`src/rtl/interrupt_control.sv`:
```
// Interrupt controller core of an 8259A-compatible PIC: IRR/ISR upkeep, rotating
// priority, fully nested INT generation and the two-pulse INTA vector sequence.
module interrupt_control #(
   parameter int SYNC_STAGES = 2
) (
   input  logic       clk,
   input  logic       rstN,
   input  logic [7:0] IR,
   input  logic       INTA,
   input  logic       initStrobe,
   input  logic       ltim,
   input  logic [4:0] vectorBase,
   input  logic       aeoi,
   input  logic [7:0] imr,
   input  logic [7:0] ocw2,
   input  logic       ocw2Strobe,
   output logic       INT,
   output logic [7:0] dataOut,
   output logic       dataEn,
   output logic [7:0] irr,
   output logic [7:0] isr
);

   localparam logic [1:0] S_IDLE  = 2'd0;
   localparam logic [1:0] S_ACK1  = 2'd1;
   localparam logic [1:0] S_WAIT2 = 2'd2;
   localparam logic [1:0] S_ACK2  = 2'd3;

   logic [7:0]             ir_sync_q [SYNC_STAGES];
   logic [SYNC_STAGES-1:0] inta_sync_q;
   logic [7:0]             ir_s;
   logic                   inta_s;

   logic [1:0] state_q, state_d;
   logic [7:0] irr_q, irr_d, isr_q, isr_d, ack_mask;
   logic [7:0] ir_prev_q, data_out_q, data_out_d;
   logic [2:0] lo_pri_q, lo_pri_d, ack_lvl_q, ack_lvl_d;
   logic       inta_prev_q, spurious_q, spurious_d, rot_aeoi_q, rot_aeoi_d;
   logic       irq_q, irq_d, data_en_q, data_en_d;
   logic       inta_fall, inta_rise, int_cond;
   logic       cand_vld, isr_vld, eoi_vld;
   logic [2:0] cand_lvl, isr_lvl, eoi_lvl;
   logic       ocw2_unused;

   // OCW2[4:3] only select the register type upstream.
   assign ocw2_unused = ^ocw2[4:3];

   // Highest-priority set bit of vec when low is the lowest-priority level.
   function automatic logic [3:0] top_level(input logic [7:0] vec, input logic [2:0] low);
      logic [2:0] lvl;
      top_level = 4'd0;
      for (int i = 7; i >= 0; i--) begin
         lvl = low + 3'(i) + 3'd1;
         if (vec[lvl]) top_level = {1'b1, lvl};
      end
   endfunction

   function automatic logic [2:0] rank(input logic [2:0] lvl, input logic [2:0] low);
      return lvl - low - 3'd1;
   endfunction

   always_ff @(posedge clk or negedge rstN) begin
      if (!rstN) begin
         for (int i = 0; i < SYNC_STAGES; i++) ir_sync_q[i] <= '0;
         inta_sync_q <= '1;
      end else begin
         ir_sync_q[0] <= IR;
         for (int i = 1; i < SYNC_STAGES; i++) ir_sync_q[i] <= ir_sync_q[i-1];
         inta_sync_q <= {inta_sync_q[SYNC_STAGES-2:0], INTA};
      end
   end

   assign ir_s   = ir_sync_q[SYNC_STAGES-1];
   assign inta_s = inta_sync_q[SYNC_STAGES-1];

   always_comb begin
      // NOTE: every variable gets a default first so no path can infer a latch.
      state_d    = state_q;
      ack_lvl_d  = ack_lvl_q;
      spurious_d = spurious_q;
      lo_pri_d   = lo_pri_q;
      rot_aeoi_d = rot_aeoi_q;
      isr_d      = isr_q;
      data_en_d  = data_en_q;
      data_out_d = data_out_q;
      ack_mask   = '0;

      inta_fall = inta_prev_q & ~inta_s;
      inta_rise = ~inta_prev_q & inta_s;
      {cand_vld, cand_lvl} = top_level(irr_q & ~imr, lo_pri_q);
      {isr_vld, isr_lvl}   = top_level(isr_q, lo_pri_q);
      int_cond = cand_vld && (!isr_vld || (rank(cand_lvl, lo_pri_q) < rank(isr_lvl, lo_pri_q)));
      irq_d    = (state_q == S_IDLE) && !inta_fall && int_cond;

      case (state_q)
         S_IDLE: if (inta_fall) begin
            state_d    = S_ACK1;
            ack_lvl_d  = cand_vld ? cand_lvl : 3'd7;
            spurious_d = !cand_vld;
            if (cand_vld) begin
               isr_d[cand_lvl]    = 1'b1;
               ack_mask[cand_lvl] = 1'b1;
            end
         end
         S_ACK1: if (inta_rise) state_d = S_WAIT2;
         S_WAIT2: if (inta_fall) begin
            state_d    = S_ACK2;
            data_en_d  = 1'b1;
            data_out_d = {vectorBase, ack_lvl_q};
         end
         S_ACK2: if (inta_rise) begin
            state_d    = S_IDLE;
            data_en_d  = 1'b0;
            data_out_d = 8'h00;
            if (aeoi && !spurious_q) begin
               isr_d[ack_lvl_q] = 1'b0;
               if (rot_aeoi_q) lo_pri_d = ack_lvl_q;
            end
         end
         default: state_d = S_IDLE;
      endcase

      // Edge mode holds a request only while the line stays high.
      if (ltim) irr_d = ir_s;
      else      irr_d = (irr_q | (ir_s & ~ir_prev_q)) & ir_s;
      irr_d = irr_d & ~ack_mask;

      // EOI sees the ISR after this cycle's acknowledge update.
      {eoi_vld, eoi_lvl} = top_level(isr_d, lo_pri_q);
      if (ocw2Strobe) begin
         case (ocw2[7:5])
            3'b001: if (eoi_vld) isr_d[eoi_lvl] = 1'b0;
            3'b011: isr_d[ocw2[2:0]] = 1'b0;
            3'b101: if (eoi_vld) begin
               isr_d[eoi_lvl] = 1'b0;
               lo_pri_d       = eoi_lvl;
            end
            3'b111: begin
               isr_d[ocw2[2:0]] = 1'b0;
               lo_pri_d         = ocw2[2:0];
            end
            3'b110: lo_pri_d = ocw2[2:0];
            3'b100: rot_aeoi_d = 1'b1;
            3'b000: rot_aeoi_d = 1'b0;
            default: ;
         endcase
      end

      if (initStrobe) begin
         irr_d      = '0;
         isr_d      = '0;
         lo_pri_d   = 3'd7;
         rot_aeoi_d = 1'b0;
         state_d    = S_IDLE;
         irq_d      = 1'b0;
         data_en_d  = 1'b0;
         data_out_d = 8'h00;
      end
   end

   always_ff @(posedge clk or negedge rstN) begin
      if (!rstN) begin
         state_q     <= S_IDLE;
         irr_q       <= '0;
         isr_q       <= '0;
         ir_prev_q   <= '0;
         inta_prev_q <= 1'b1;
         lo_pri_q    <= 3'd7;
         rot_aeoi_q  <= 1'b0;
         ack_lvl_q   <= 3'd0;
         spurious_q  <= 1'b0;
         irq_q       <= 1'b0;
         data_en_q   <= 1'b0;
         data_out_q  <= 8'h00;
      end else begin
         // NOTE: state uses non-blocking assignments so all flops update from pre-edge values.
         state_q     <= state_d;
         irr_q       <= irr_d;
         isr_q       <= isr_d;
         ir_prev_q   <= ir_s;
         inta_prev_q <= inta_s;
         lo_pri_q    <= lo_pri_d;
         rot_aeoi_q  <= rot_aeoi_d;
         ack_lvl_q   <= ack_lvl_d;
         spurious_q  <= spurious_d;
         irq_q       <= irq_d;
         data_en_q   <= data_en_d;
         data_out_q  <= data_out_d;
      end
   end

   assign INT     = irq_q;
   assign dataOut = data_out_q;
   assign dataEn  = data_en_q;
   assign irr     = irr_q;
   assign isr     = isr_q;

endmodule
```
`config.mk`:
```
export PLATFORM = sky130hd
export DESIGN_NAME = interrupt_control
export DESIGN_NICKNAME = d
export VERILOG_FILES = /design/src/rtl/interrupt_control.sv
export SDC_FILE = /design/constraint.sdc
export NUM_CORES = 1
export LEC_CHECK = 0
export BUFFER_PORTS_ARGS = -buffer_cell sky130_fd_sc_hd__clkbuf_2
export CORE_MARGIN = 2
export CORE_UTILIZATION = 35
export DETAILED_ROUTE_END_ITERATION = 10
export SYNTH_ARGS = -nofsm -noshare
export SYNTH_HDL_FRONTEND = slang
export SYNTH_SLANG_ARGS = --single-unit
```
`constraint.sdc`:
```
create_clock -name clk -period 5.5 [get_ports clk]
set_input_delay 0.55 -clock clk [delete_from_list [all_inputs] [get_ports clk]]
set_output_delay 0.55 -clock clk [all_outputs]
set_load 0.01 [all_outputs]
```
==> qor.yml <==
outcome:
  status: "finished clean"
sta:
  timing.fmax_mhz: 188
  finalSetupViolCount: 0
  fin_crit_sh_pct: 96.9
  hold_violations: 0
  worstMarginPinSlew_ns: 0.922
  whs_ns: 0.305
  maxSlewViolCount: 0
  min_period_ns: 5.33
  slew_headroom_pct: 38.6
  fin_worst_skew_ns: 0.00714
cells_and_area:
  n_fill_cell: 1668
  fin_nets: 790
  design_area_sq_um: 7030
  mostFrequentLayoutCell: "nand2_1"
  drive_above_1_share_pct: 26.0
  antenna_cells: 0
  stdcell_count: 966
  fin_util_pct: 42.4
  final_cell_mix: "79 x nand2_1, 59 x clkbuf_2, 57 x dfrtp_1, 53 x nor2_1, 46 x o21ai_0"
  area_growth_pct: 18.0
yosys:
  yosysSeqAreaShare_pct: 26.6
  synth_edf_count: 0
  synth_seq_cells: 63
  ys_async_sr_fraction_pct: 100
  synth_nets: 722
  avgSynthCellArea_sq_um: 8.85
  ys_types: 94
  synthFlopType: "dfrtp_1"
  synth_warnings: 0
  syn-instance-count: 673
  synthesis.area_sq_um: 5960
placed_design:
  dpl_cell_area_sq_um: 6680
  port_buffers: 59
  hpwl_microns: 14600
  dp.cells: 949
  gp_congestion: 0.918
die:
  initial_core_util_pct: 35.9
  coreArea_sq_um: 16600
  std_cell_rows: 47
  die_h_microns: 134
  io_pins: 62
  fp.dieArea_sq_um: 18100
  die_width_microns: 134
global_route:
  grt_usage_pct: 21.2
  antenna_found_initial: 0
  grt_pass1_vias: 5704
  grt_max_degree: 64
  grt_pass1_wl_microns: 30600
  grt_remaining_overflow: 0
detailed_routing:
  ant_nets: 0
  via_count: 5835
  via_per_inst: 6.04
  wl_microns: 19000
  drc: 0
  dr.pass1.iters: 6
  drtIter0Drc: 368
  wl_per_cell_microns: 19.7
cts:
  root_buffer: "clkbuf_16"
  cts_hold_buf: 0
  h-tree-depth: 3
  cts_sinks: 63
  clock_latency_ns: 0.33
  clk_pin_slew_worst_paths_ns: 0.05
  clock_tree.buffer_depth: 2
  numCtsBuffers: 9
  cts_tree: "done"
setup_path:
  arrival_ns: 5.57
  critPathMaxFanout: 26
  critical-path-max-stage-delay_ns: 0.60
  crit_top_cell: "buf_4"
  path_depth: 16
  path_class: "reg2reg"
  rr_endpoint: "lo_pri_q[0]"
  regToRegSetupSlack_ns: 0.17
  cp_slowest_cell: "or4_4"
  crit_path_start_kind: "flip-flop"
  crit_chain: "buf_6 > mux4_2 > a211oi_4 > inv_1 > a311oi_4 > o31ai_4 > buf_4 > buf_4 > a31oi_2 > o21ai_0 > o221a_1 > or3_1 > or4_4 > a211o_1 > a21oi_1 > a31oi_1"
  reg2reg_from: "lo_pri_q[0]"
  r2r_cells: 16
  cp.buffers_inverters: 4
  critPathCaptureType: "flip-flop"
  critical_path.top_delay_family: "compound AO/OA/AOI/OAI gates"
  cp_data_required_time_ns: 5.74
power:
  ir_drop_uv: 270
  p_per_area_nw_per_um2: 423
  power.leakage_nw: 2.86
min_path:
  hold_end: "inta_sync_q[0]"
  hold_path_depth: 1
  worstHoldStart: "INTA"
  hp-class: "in2reg"
job:
  cap_violations: 0
-- how the worst max path moves through the flow --
stage | start | end | slack (ns)
6_report | lo_pri_q[0] | lo_pri_q[0] | 0.17
3_3_place_gp | lo_pri_q[0] | lo_pri_q[0] | 0.16
5_1_grt | lo_pri_q[0] | isr[1] | -0.001
3_5_place_dp | lo_pri_q[0] | lo_pri_q[0] | 0.13
4_1_cts | lo_pri_q[0] | lo_pri_q[0] | 0.10
2_1_floorplan | lo_pri_q[0] | lo_pri_q[0] | 0.00006
-- Yosys cell counts, types with 5 or more instances --
cell type / count / area share (%)
o211ai_1: 8 / 1.0
nand2b_1: 17 / 1.8
and2_1: 8 / 0.84
buf_2: 9 / 0.76
o22ai_1: 6 / 0.63
mux2_2: 8 / 1.5
inv_1: 16 / 1.0
nor4b_1: 5 / 0.74
xnor2_1: 6 / 0.88
a211oi_1: 9 / 1.1
a21oi_1: 43 / 3.6
mux4_2: 25 / 9.5
dfstp_2: 6 / 2.6
nor2_1: 53 / 3.3
a311oi_1: 10 / 1.5
buf_1: 9 / 0.57
o21ai_0: 46 / 3.9
a31oi_1: 14 / 1.5
clkbuf_1: 19 / 1.2
o22a_1: 5 / 0.74
dfrtp_1: 57 / 24
a311o_1: 9 / 1.5
ha_1: 11 / 2.3
nand3_1: 20 / 1.7
mux2i_1: 25 / 4.2
nand2_1: 79 / 5.0
nor3_1: 10 / 0.84
a21o_1: 6 / 0.76
a32oi_1: 5 / 0.74
nor2b_1: 13 / 1.4
-- logic make-up (layout without fill, tap and decap cells) --
logic type	after synthesis	count (layout)	share of synthesized area (%)
mux	61	61	16.2
simple gates	236	236	19.6
buf+inv	64	137	4.71
compound gates	225	225	27.5
xor+xnor	11	11	2.44
fa+ha+maj	13	13	2.98
flops	63	63	26.6
-- flip-flops by register name (all words and copies together) (netlist names), 2 cells and up --
register / count
ack_lvl_q: 3
dataOut: 8
inta_sync_q: 2
ir_prev_q: 8
ir_s: 8
ir_sync_q: 8
irr: 8
isr: 8
lo_pri_q: 3
state_q: 2
-- stage by stage --
stage                     setup TNS [ns]  power (mW)  setup WS (ns)
after floorplan                        0        1.83      0.0000644
after global placement                 0        2.35          0.163
after detailed placement               0        2.38          0.130
after CTS                              0        2.91          0.102
after global routing            -0.00139        3.18       -0.00139
final                                  0        2.97          0.169
-- where the power goes --
part	internal (mW)	total (mW)	leakage [nW]	switching, mW
sequential	0.524	0.589	0.773	0.0651
combinational	0.750	1.88	1.95	1.13
clock	0.315	0.509	0.132	0.194
-- what timing repair did --
action	CTS	global route
setup endpoints to repair	0	11
buffers inserted	0	1
gates resized for setup	0	11
-- area by class of cell --
cell class	count	area (sq um)	area share (%)
clock buffer	11	243	3.45
sequential	63	1580	22.5
inverter	22	87.6	1.25
clock inverter	5	33.8	0.481
tap	220	275	3.92
timing repair buffer	99	616	8.76
multi-input combinational	546	4190	59.6
-- routing by layer --
layer  track usage [%]  wire [microns]  vias to the layer above
li1                  -               -                     2725
met1              28.7            8380                     2858
met2              34.4            9080                      218
met3              2.49            1040                       34
met4              8.54             537                        0
met5                 0               0                        -
Power figures use the tool's default switching activity.
